### config.mk
export PLATFORM = sky130hd
export DESIGN_NAME = branch_comp_seq
export DESIGN_NICKNAME = d
export VERILOG_FILES = /design/src/rtl/branch_comp_pkg.sv /design/src/rtl/branch_chunk_cmp.sv /design/src/rtl/branch_comp_seq.sv
export SDC_FILE = /design/constraint.sdc
export NUM_CORES = 1
export LEC_CHECK = 0
export BUFFER_PORTS_ARGS = -buffer_cell sky130_fd_sc_hd__buf_4
export CORE_MARGIN = 5
export CORE_UTILIZATION = 58
export DETAILED_ROUTE_END_ITERATION = 10
export PLACE_DENSITY = 0.9
export RECOVER_POWER = 100
export SLEW_MARGIN = 20
export SYNTH_ARGS = -nofsm -noshare
export SYNTH_HDL_FRONTEND = slang
export SYNTH_SLANG_ARGS = --single-unit
### constraint.sdc
create_clock -name clk -period 13 [get_ports clk]
set_input_delay 1.95 -clock clk [delete_from_list [all_inputs] [get_ports clk]]
set_output_delay 1.95 -clock clk [all_outputs]
set_load 0.02 [all_outputs]
### src/rtl/branch_comp_pkg.sv
// Shared definitions for the iterative branch comparator: funct3 codes,
// FSM state type and the branch-condition decode.
package branch_comp_pkg;

   localparam logic [2:0] F3_BEQ  = 3'b000;
   localparam logic [2:0] F3_BNE  = 3'b001;
   localparam logic [2:0] F3_BLT  = 3'b100;
   localparam logic [2:0] F3_BGE  = 3'b101;
   localparam logic [2:0] F3_BLTU = 3'b110;
   localparam logic [2:0] F3_BGEU = 3'b111;

   typedef enum logic [1:0] {
      IDLE = 2'd0,
      CMP  = 2'd1,
      DONE = 2'd2
   } state_t;

   function automatic logic is_illegal(input logic [2:0] f3);
      return (f3 == 3'b010) || (f3 == 3'b011);
   endfunction

   function automatic logic branch_taken(input logic [2:0] f3, input logic eq, input logic lt);
      logic taken;
      taken = 1'b0;
      case (f3)
         F3_BEQ:           taken = eq;
         F3_BNE:           taken = !eq;
         F3_BLT, F3_BLTU:  taken = lt;
         F3_BGE, F3_BGEU:  taken = !lt;
         default:          taken = 1'b0;
      endcase
      return taken;
   endfunction

endpackage

### src/rtl/branch_chunk_cmp.sv
// One CHUNK-bit slice comparison. For the top chunk of a signed compare the
// sign bits are flipped so an unsigned compare yields the signed ordering.
module branch_chunk_cmp #(
   parameter int CHUNK = 8
) (
   input  logic [CHUNK-1:0] a,
   input  logic [CHUNK-1:0] b,
   input  logic             signed_top,
   output logic             lt,
   output logic             eq
);

   logic [CHUNK-1:0] mask;
   logic [CHUNK-1:0] a_adj;
   logic [CHUNK-1:0] b_adj;

   always_comb begin
      mask            = '0;
      mask[CHUNK-1]   = signed_top;
      a_adj           = a ^ mask;
      b_adj           = b ^ mask;
      lt              = a_adj < b_adj;
      eq              = a_adj == b_adj;
   end

endmodule

### src/rtl/branch_comp_seq.sv
// Iterative branch comparator: walks the operands one chunk per cycle from
// the MSB end, stops at the first differing chunk, returns eq/lt/taken.
// Handshake: a transfer happens on a clock edge where valid and ready are both
// high; in_ready is high only in IDLE, out_valid only in DONE.
module branch_comp_seq
   import branch_comp_pkg::*;
#(
   parameter int WIDTH = 32,
   parameter int CHUNK = 8
) (
   input  logic             clk,
   input  logic             rst_n,
   input  logic             flush,
   input  logic             in_valid,
   output logic             in_ready,
   input  logic [WIDTH-1:0] data_a,
   input  logic [WIDTH-1:0] data_b,
   input  logic [2:0]       funct3,
   output logic             out_valid,
   input  logic             out_ready,
   output logic             br_eq,
   output logic             br_lt,
   output logic             br_taken,
   output logic             br_illegal,
   output state_t           fsm_state
);

   localparam int NCHUNK = WIDTH / CHUNK;
   localparam int IDXW   = (NCHUNK > 1) ? $clog2(NCHUNK) : 1;

   state_t                       state;
   state_t                       state_nxt;
   logic [NCHUNK-1:0][CHUNK-1:0] a_q;
   logic [NCHUNK-1:0][CHUNK-1:0] b_q;
   logic [2:0]                   f3_q;
   logic [IDXW-1:0]              idx;
   logic                         signed_top;
   logic                         c_lt;
   logic                         c_eq;
   logic                         cmp_done;

   always_comb begin
      signed_top = !f3_q[1] && (idx == IDXW'(NCHUNK - 1));
      cmp_done   = !c_eq || (idx == '0);
   end

   branch_chunk_cmp #(.CHUNK(CHUNK)) u_chunk (
      .a          (a_q[idx]),
      .b          (b_q[idx]),
      .signed_top (signed_top),
      .lt         (c_lt),
      .eq         (c_eq)
   );

   always_ff @(posedge clk) begin
      if (!rst_n) state <= IDLE;
      else        state <= state_nxt;
   end

   always_comb begin
      state_nxt = state;
      case (state)
         IDLE: if (!flush && in_valid) state_nxt = CMP;
         CMP: begin
            if (flush)         state_nxt = IDLE;
            else if (cmp_done) state_nxt = DONE;
         end
         DONE: if (flush || out_ready) state_nxt = IDLE;
         default: state_nxt = IDLE;
      endcase
   end

   always_comb begin
      in_ready  = (state == IDLE);
      out_valid = (state == DONE);
      fsm_state = state;
   end

   // Operand latch, chunk index and result registers
   always_ff @(posedge clk) begin
      if (!rst_n || flush) begin
         idx        <= '0;
         br_eq      <= 1'b0;
         br_lt      <= 1'b0;
         br_taken   <= 1'b0;
         br_illegal <= 1'b0;
         if (!rst_n) begin
            a_q  <= '0;
            b_q  <= '0;
            f3_q <= '0;
         end
      end else begin
         case (state)
            IDLE: begin
               if (in_valid) begin
                  a_q  <= data_a;
                  b_q  <= data_b;
                  f3_q <= funct3;
                  idx  <= IDXW'(NCHUNK - 1);
               end
            end
            CMP: begin
               if (cmp_done) begin
                  br_eq      <= c_eq;
                  br_lt      <= !c_eq && c_lt;
                  br_taken   <= branch_taken(f3_q, c_eq, !c_eq && c_lt);
                  br_illegal <= is_illegal(f3_q);
               end else begin
                  idx <= idx - 1'b1;
               end
            end
            default: ;
         endcase
      end
   end

endmodule

==> impl_metrics.yaml, run 1 <==
run_status:
  outcome: "finished, violations left"
  violations: "capacitance limit, slew limit"
cts:
  post_cts_buffers: 0
  clock_sinks: 75
  cts_tree: "built"
  cts_max_level: 3
  post_cts_resized: 0
  clk_pin_slew_ns: 0.07
  hold_buffers: 0
  clk_latency_ns: 0.33
  cts_made_buffers: 9
  clk_path_buf_depth: 2
  cts_root_buffer: "clkbuf_8"
pwr:
  internal_power_uw: 382.9
  switching_share_pct: 22.50
  p_switching_uw: 111.2
  sequentialPowerShare_pct: 58.1
  combPwrFrac_pct: 12.8
  leakage_nw: 1.634
  vdd_drop_max_mv: 0.07615
  pwr-share-clk_pct: 29.2
  power.density_nw_per_um2: 116.5
yosys:
  synth_ff_type: "edfxtp_1"
  synth_area_sq_um: 3473
  synth-edff-count: 67
  synth_seq_cells: 75
  ys_seq_area_share_pct: 62.54
  ys.warnings.count: 0
  synth_nets: 321
  synthCells: 239
  synth-async-reset-ratio_pct: 0
  avgSynthCellArea_sq_um: 14.53
  ys_types: 31
worst_setup_path:
  crit_start: "in_valid"
  cp-start-kind: "input pin"
  reg2reg_from: "fsm_state[1]"
  criticalPathCategory: "in -> reg"
  reg2reg_slack_ns: 9.31
  max_stage_delay_ns: 2.44
  cp_max_fo: 67
  arrival_ns: 4.73
  end_kind: "flop"
  cp_num_buf_inv: 2
  slowest_stage: "clkbuf_1"
  crit_required_ns: 12.87
  crit_family: "buffers and inverters"
  path_cells: "clkbuf_4, nand2_1, o21ai_4, clkbuf_1"
final_layout:
  drive_above_1_share_pct: 30.37
  multi_input_area_sq_um: 1210
  area_delta_synth_final_pct: 22.08
  fin_cells: 401
  final_common_cell: "buf_4"
  fill_cells: 397
  fin_nets: 403
  area.sequential_sq_um: 2172
  final_util_pct: 72.05
  final_cell_mix: "buf_4 (70), edfxtp_1 (67), and2_0 (50), and2_1 (18), mux4_2 (16)"
  diodes: 0
  final_area_sq_um: 4240
timing:
  setup_viol: 0
  finalHoldViolCount: 0
  max-slew-margin-rel_pct: -131.9
  finalCriticalPeriod_ns: 4.866
  setup_tns_ns: 0
  rsz0062_at_grt: "false"
  whs_ns: 0.4651
  period_share_pct: 37.43
  clock_skew_ns: 0.007548
  worstMarginPinSlew_ns: 3.478
  max_freq_ghz: 0.2055
  maxSlewViolCount: 108
drt:
  wire_per_inst_um: 16.15
  avgViaCountPerCell: 5.222
  drc: 0
  drt_iter0_markers: 147
  drt-pass1-iter-count: 4
  final_antenna_net_count: 0
  routed-via-count: 2094
  totalWireLength_um: 6476
floorplan:
  start_util_pct: 59.01
  core_area_sq_um: 5886
  row_count: 28
  die_x_um: 87.39
  fp.dieH_um: 87.39
  dieArea_sq_um: 7636
  io_pins: 80
grt:
  first_global_vias: 2193
  grt_max_degree: 69
  overflow: 0
  grt_util_all_layers_pct: 18.49
  grt_pass1_wl_um: 10380
  antenna_found_initial: 0
placement:
  dp.cells: 384
  hpwlAfterDp_um: 4637
  port_buffers: 79
  dpl-instance-area_sq_um: 4146
  routabilityCongestion: 0.7088
hold_path:
  min_from: "br_illegal"
  hold_class: "reg -> reg"
run:
  maxCapViolCount: 2
registers in the layout (all words and copies together) (netlist names):
| register | flops |
|---|---|
| b_q | 32 |
| br_taken | 1 |
| a_q | 32 |
| br_eq | 1 |
| br_lt | 1 |
| f3_q | 3 |
| br_illegal | 1 |
| fsm_state | 2 |
| idx | 2 |
power by group through the flow:
stage	sequential, mW	clock [mW]	combinational [mW]
detailed placement	0.291	0	0.0652
CTS	0.286	0.148	0.0659
global placement	0.290	0	0.0621
floorplan	0.291	0	0.0383
finish	0.287	0.144	0.0630
global route	0.289	0.159	0.0700
cell type report:
| type | instances | area share (%) |
|---|---|---|
| well taps | 75 | 2.213 |
| flip-flops and latches | 75 | 51.22 |
| multi-input cells | 143 | 28.53 |
| repair buffers | 82 | 13.54 |
| clock inverters | 4 | 0.4131 |
| inverters | 10 | 0.8852 |
| clock buffers | 12 | 3.187 |
worst register-to-register path, stage by stage, from the launching register on:
cell      delay [ns]
dfxtp_1         0.33
nor2_1          0.17
nand2_1         0.12
o21ai_4         0.12
clkbuf_1        2.44
Yosys cell counts (4+ instances only):
library cell	instances	area [sq um]
inv_1	10	37.54
edfxtp_1	67	2012
dfxtp_1	8	160.2
nor2_1	8	30.03
a21oi_1	6	30.03
clkbuf_1	8	30.03
mux4_2	16	360.4
o21ai_0	4	20.02
and2_1	68	425.4
nand2_1	4	15.01
ha_1	10	125.1
logic make-up after synthesis:
| group | after synthesis | synth area share (%) |
|---|---|---|
| buffers and inverters | 21 | 2.450 |
| adders and majority gates | 10 | 3.602 |
| xor gates and xnor gates | 3 | 0.7566 |
| AOI/OAI and AO/OA | 19 | 3.531 |
| and+or+nand+nor | 95 | 16.75 |
| muxes | 16 | 10.37 |
| DFF | 75 | 62.54 |
worst paths after layout:
path	to	cells past startpoint
worst max-delay path	a_q[1]	4
worst min-delay path	br_illegal	2
worst max register to register	a_q[1]	4
worst min register to register	br_illegal	2
stage by stage:
stage	total power, mW	setup slack, ns
after floorplan	0.3293	5.698
after CTS	0.4998	9.967
after global routing	0.5176	7.796
after detailed placement	0.3566	9.618
after global placement	0.3521	9.731
final	0.4941	8.134
per-layer routing:
metal / wire, um / global-route usage [%] / part of all wire, % / vias up
met1: 2390 / 21.41 / 37 / 1008
met2: 3689 / 33.22 / 57 / 51
met5: 0 / 0 / 0 / -
li1: - / - / - / 1029
met4: 56 / 6.276 / 0.86 / 0
met3: 339 / 4.636 / 5.2 / 6
Note: power is estimated with default switching activity, not from simulation.
==> run 2: changes to the inputs <==
Settings changed: ABC_AREA set to 1, CORE_UTILIZATION 58 to 49, PLACE_DENSITY 0.9 to 0.81.
Clock period 13 ns to 4.2 ns, I/O delays scaled along.
==> run 2 against run 1 <==
  * The flow still finishes with violations (capacitance limit, slew limit)
  * Sequential cell count is the same
  * Design area increased by 6.1%
  * Count of clock-buffer cells in the layout shrank 3
  * Routed wire length rose by 11%
  * Critical path depth is 9 higher
  * Utilization down 11 points
  * Sequential power rose to 3.1 times the previous value
  * Worst hold slack improved by 0.026 ns
  * Synthesized area up 6.9%
  * Non-clock buffer count shrank 1
  * Critical path type is now reg -> reg
  * Largest cell class unchanged
==> impl_metrics.yaml, run 2 <==
yosys:
  synth_top_area_share_pct: 54.20
  synth_seq_cells: 75
  synthCells: 396
  synth-async-reset-ratio_pct: 0
  yosysMostFrequentCell: "nor2_1"
  synth_nets: 478
  ys.warnings.count: 0
  synth_area_sq_um: 3712
  avgSynthCellArea_sq_um: 9.375
  ys_seq_area_share_pct: 58.51
  synth_area_leaders: "edfxtp_1 (54%), nor2_1 (9.4%), inv_1 (8.4%), dfxtp_1 (4.3%), nand2_1 (3.6%)"
  synthTopCellsByCount: "nor2_1 (93), inv_1 (83), edfxtp_1 (67)"
  synth_ff_type: "edfxtp_1"
  synth.largest_area_cell: "edfxtp_1"
  ys_types: 30
  synth-edff-count: 67
final_layout:
  area_delta_synth_final_pct: 21.23
  drive_above_1_share_pct: 21.26
  diodes: 0
  final_cell_mix: "nor2_1 (95), inv_1 (83), buf_4 (70), edfxtp_1 (67), nand2_1 (37)"
  fin_nets: 553
  final_common_cell: "nor2_1"
  final_util_pct: 61.39
  fin_cells: 574
  top_regs: "a_q x32, b_q x32, f3_q x3"
cts:
  hold_buffers: 0
  clk_latency_ns: 0.36
  clock_sinks: 75
  clk_pin_slew_ns: 0.08
  post_cts_buffers: 0
  cts_max_level: 3
  cts_tree: "built"
  clk_path_buf_depth: 2
  post_cts_resized: 0
  cts_made_buffers: 9
  cts_root_buffer: "clkbuf_8"
hold_path:
  hold_class: "in -> reg"
placement:
  dp_slack_ns: 1.572
  dp.cells: 559
  port_buffers: 79
  routabilityCongestion: 0.8461
  hpwlAfterDp_um: 5038
run:
  maxCapViolCount: 1
worst_setup_path:
  crit_family: "compound AO/OA/AOI/OAI gates"
  cp_max_fo: 24
  max_stage_delay_ns: 0.56
  cp_num_buf_inv: 2
  criticalPathCategory: "reg -> reg"
  arrival_ns: 3.23
  slowest_stage: "inv_1"
  path_cells: "inv_1, o21ai_0, o22ai_1, xnor2_1, ha_1, nand2_2, nor2_1, nand2_4, clkinvlp_2, nand3_1, o21ai_0, nor2_1, a211oi_2"
  cp-start-kind: "flop"
  end_kind: "flop"
  crit_required_ns: 4.46
timing:
  period_share_pct: 70.54
  setup_tns_ns: 0
  whs_ns: 0.4907
  max-slew-margin-rel_pct: -8.968
  finalCriticalPeriod_ns: 2.963
  clock_skew_ns: 0.007745
  max_freq_ghz: 0.3375
  setup_viol: 0
  finalHoldViolCount: 0
  worstMarginPinSlew_ns: 1.635
  setup_slack_ns: 1.237
  maxSlewViolCount: 68
  rsz0062_at_grt: "false"
drt:
  routed-via-count: 2721
  final_antenna_net_count: 0
  drt-pass1-iter-count: 4
  totalWireLength_um: 7204
  wire_per_inst_um: 12.55
  avgViaCountPerCell: 4.740
  drt_iter0_markers: 125
  drc: 0
grt:
  grt_pass1_wl_um: 11960
  first_global_vias: 2680
  overflow: 0
  antenna_found_initial: 0
  grt_util_all_layers_pct: 15.86
  grt_max_degree: 71
floorplan:
  row_count: 31
  die_x_um: 97.04
  io_pins: 80
  core_area_sq_um: 7331
  dieArea_sq_um: 9417
  start_util_pct: 50.64
  fp.dieH_um: 97.04
run_status:
  outcome: "finished, violations left"
  violations: "capacitance limit, slew limit"
pwr:
  vdd_drop_max_mv: 0.1565
  power.density_nw_per_um2: 386.1
  leakage_nw: 2.161
## run 2: cell types whose count changed after synthesis, sizes merged, moves of 7 or more
| cell | delta |
|---|---|
| buf | +11 |
| and2 | -68 |
| nor2 | +89 |
| mux4 | -16 |
| o21ai | +20 |
| o22ai | +10 |
| nand2 | +39 |
| inv | +77 |
| a21oi | +10 |
| a32o | +7 |
## run 2: layout make-up
cell class | count | area, sq um
fill | 636 | 2830
sequential | 75 | 2172
multi-input combinational | 217 | 1091
timing repair buffer | 81 | 571.8
inverter | 87 | 329.1
clock buffer | 9 | 123.9
tap | 99 | 123.9
clock inverter | 6 | 88.84
## run 2: kinds of logic (layout without fill, tap and decap cells)
kind of cell / Yosys count / after routing / synth area share [%]
AND/OR/NAND/NOR: 145 / 145 / 16.35
buffers and inverters: 104 / 183 / 11.22
flip-flops: 75 / 75 / 58.51
AO/OA/AOI/OAI: 60 / 60 / 10.08
adder cells (fa/ha/maj): 10 / 10 / 3.370
XOR/XNOR: 2 / 2 / 0.4719
## run 2: worst register-to-register path: stages (launching register included)
cell        delay, ns
dfxtp_1          0.41
inv_1            0.56
o21ai_0          0.22
o22ai_1          0.19
xnor2_1          0.09
ha_1             0.31
nand2_2          0.06
nor2_1           0.22
nand2_4          0.10
clkinvlp_2       0.11
nand3_1          0.14
o21ai_0          0.21
nor2_1           0.10
a211oi_2         0.15
## run 2: metal layers
metal | track usage (%) | vias up | wire length [um]
met4 | 5.184 | 0 | 106
met3 | 5.755 | 11 | 418
li1 | - | 1413 | -
met1 | 17.95 | 1226 | 3011
met2 | 27.71 | 71 | 3667
met5 | 0 | - | 0
## run 2: metrics by stage
| stage | cell area (sq um) | total power, mW |
|---|---|---|
| after floorplan | 3712 | 1.070 |
| after global placement | 4359 | 1.153 |
| after detailed placement | 4359 | 1.164 |
| after CTS | 4572 | 1.758 |
| after global routing | 4501 | 1.817 |
| final | 4501 | 1.738 |
## run 2: power breakdown
part           switching [mW]  internal [mW]
combinational           0.139          0.107
clock                   0.268          0.332
sequential             0.0185          0.873
total                   0.425           1.31
## run 2: path summary, 6_finish.rpt
check        startpoint           end  slack (ns)  cells after the start
min reg2reg    br_taken      br_taken        0.52                      2
min               flush  fsm_state[1]        0.49                      2
max reg2reg      idx[1]        idx[0]        1.24                     13
max              idx[1]        idx[0]        1.24                     13
==> run 3: changes to the inputs <==
Clock period 4.2 ns to 2.4 ns, I/O delays scaled along.
==> run 3 against run 2 <==
  * The run now ends clean
  * Utilization rose by 1.2 points
  * Sequential cell count did not move
  * Power rose by 64%
  * Routed wire length rose by 1.4%
  * Sequential power rose by 75%
  * Cell count rose by 1.4%
  * Sequential share of layout area fell by 0.84 points
  * Combinational power rose by 88%
  * Register-to-register slack got worse by 1.1 ns
  * Critical endpoint is now br_eq
  * Largest power group unchanged
==> impl_metrics.yaml, run 3 (synthesized netlist as in run 2, its figures left out) <==
run_status:
  outcome: "finished clean"
final_layout:
  final_cell_mix: "nor2_1 (94), inv_1 (83), buf_4 (74), edfxtp_1 (67), nand2_1 (35)"
  drive_above_1_share_pct: 23.19
  final_common_cell: "nor2_1"
  fill_cells: 640
  fin_nets: 560
  area_delta_synth_final_pct: 23.59
  top_regs: "a_q x32, b_q x32, f3_q x3"
  diodes: 0
  fin_cells: 582
timing:
  clock_skew_ns: 0.009217
  setup_viol: 0
  maxSlewViolCount: 0
  setup_tns_ns: 0
  worstMarginPinSlew_ns: 1.423
  max-slew-margin-rel_pct: 5.126
  max_freq_ghz: 0.4501
  period_share_pct: 92.57
  finalHoldViolCount: 0
  finalCriticalPeriod_ns: 2.222
  rsz0062_at_grt: "false"
drt:
  drc: 0
  final_antenna_net_count: 0
  wire_per_inst_um: 12.55
  routed-via-count: 2790
  totalWireLength_um: 7307
  drt-pass1-iter-count: 4
  avgViaCountPerCell: 4.794
  drt_iter0_markers: 144
worst_setup_path:
  slowest_stage: "dfxtp_4"
  crit_required_ns: 2.63
  crit_cells: 15
  crit_family: "simple AND/OR/NAND/NOR gates"
  end_kind: "flop"
  r2r-end: "br_eq"
  max_stage_delay_ns: 0.40
  reg2reg_depth: 15
  crit_top_cell: "nand2_2"
  criticalPathCategory: "reg -> reg"
  arrival_ns: 2.45
  cp-start-kind: "flop"
  path_cells: "buf_12, ha_1, inv_1, nor2_1, xnor2_1, ha_1, nand2_2, nor2_4, nand2_4, inv_4, nand2_2, nand2_2, inv_2, o21ai_1, a21oi_1"
  cp_max_fo: 18
  reg2reg_from: "idx[0]"
  reg2reg_slack_ns: 0.18
  cp_num_buf_inv: 4
cts:
  cts_root_buffer: "clkbuf_8"
  clk_pin_slew_ns: 0.07
  cts_tree: "built"
  hold_buffers: 0
  clock_sinks: 75
  post_cts_buffers: 0
  clk_latency_ns: 0.35
  clk_path_buf_depth: 2
  post_cts_resized: 0
  cts_max_level: 3
  cts_made_buffers: 9
hold_path:
  min_from: "flush"
  min_to: "fsm_state[1]"
  hold_depth: 2
  hold_class: "in -> reg"
pwr:
  power.density_nw_per_um2: 621.3
  power_mw: 2.850
  vdd_drop_max_mv: 0.2841
  leakage_nw: 2.191
grt:
  grt_util_all_layers_pct: 16.15
  grt_pass1_wl_um: 12380
  overflow: 0
  grt_max_degree: 68
  antenna_found_initial: 0
  first_global_vias: 2818
run:
  maxCapViolCount: 0
floorplan:
  core_area_sq_um: 7331
  row_count: 31
  fp.dieH_um: 97.04
  io_pins: 80
  die_x_um: 97.04
  dieArea_sq_um: 9417
  start_util_pct: 50.64
placement:
  port_buffers: 79
  routabilityCongestion: 0.8402
  hpwlAfterDp_um: 5014
  dp.cells: 565
-- run 3: cell count changes in the layout (fill, tap and decap cells not counted), sizes merged --
cell    before  now
bufinv       2    0
buf         70   76
clkinv       3    5
inv         86   87
clkbuf      20   21
-- run 3: power breakdown --
| group | leakage [nW] | total [mW] | internal [mW] | switching (mW) |
|---|---|---|---|---|
| clock | 0.0784 | 0.831 | 0.369 | 0.461 |
| sequential | 0.773 | 1.56 | 1.53 | 0.0318 |
| combinational | 1.34 | 0.463 | 0.204 | 0.258 |
-- run 3: layer usage --
layer  up-vias  GRT usage (%)  part of all wire [%]
li1       1429              -                     -
met1      1271          20.01                    42
met2        78          26.91                    50
met3        12          5.468                   6.4
met4         0          4.536                   1.6
met5         -              0                     0
-- run 3: how the worst max path moves through the flow --
stage	start	end
after CTS	idx[0]	br_eq
after floorplan	fsm_state[1]	a_q[0]
final	idx[0]	br_eq
after global placement	idx[0]	idx[1]
after detailed placement	idx[0]	br_eq
after global routing	idx[0]	br_eq
-- run 3: area by class of cell --
cell class                 count  area [sq um]  area share (%)
multi-input combinational    217          1124           24.49
clock buffer                   9         123.9           2.700
tap                           99         123.9           2.700
timing repair buffer          88         665.6           14.51
clock inverter                 7         43.79          0.9545
sequential                    75          2176           47.42
inverter                      87         331.6           7.227
-- run 3: metrics by stage --
stage | setup WS [ns] | hold slack, ns | utilization [%] | area (sq um)
finish | 0.1783 | 0.2183 | 62.59 | 4588
global route | 0.01339 | 0.2099 | 62.59 | 4588
CTS | 0.1026 | 0.2089 | 62.88 | 4609
detailed placement | 0.1176 | 0.4843 | 60.59 | 4442
global placement | 0.2547 | 0.4786 | 60.59 | 4442
floorplan | 0.2893 | 0.4366 | - | 3715
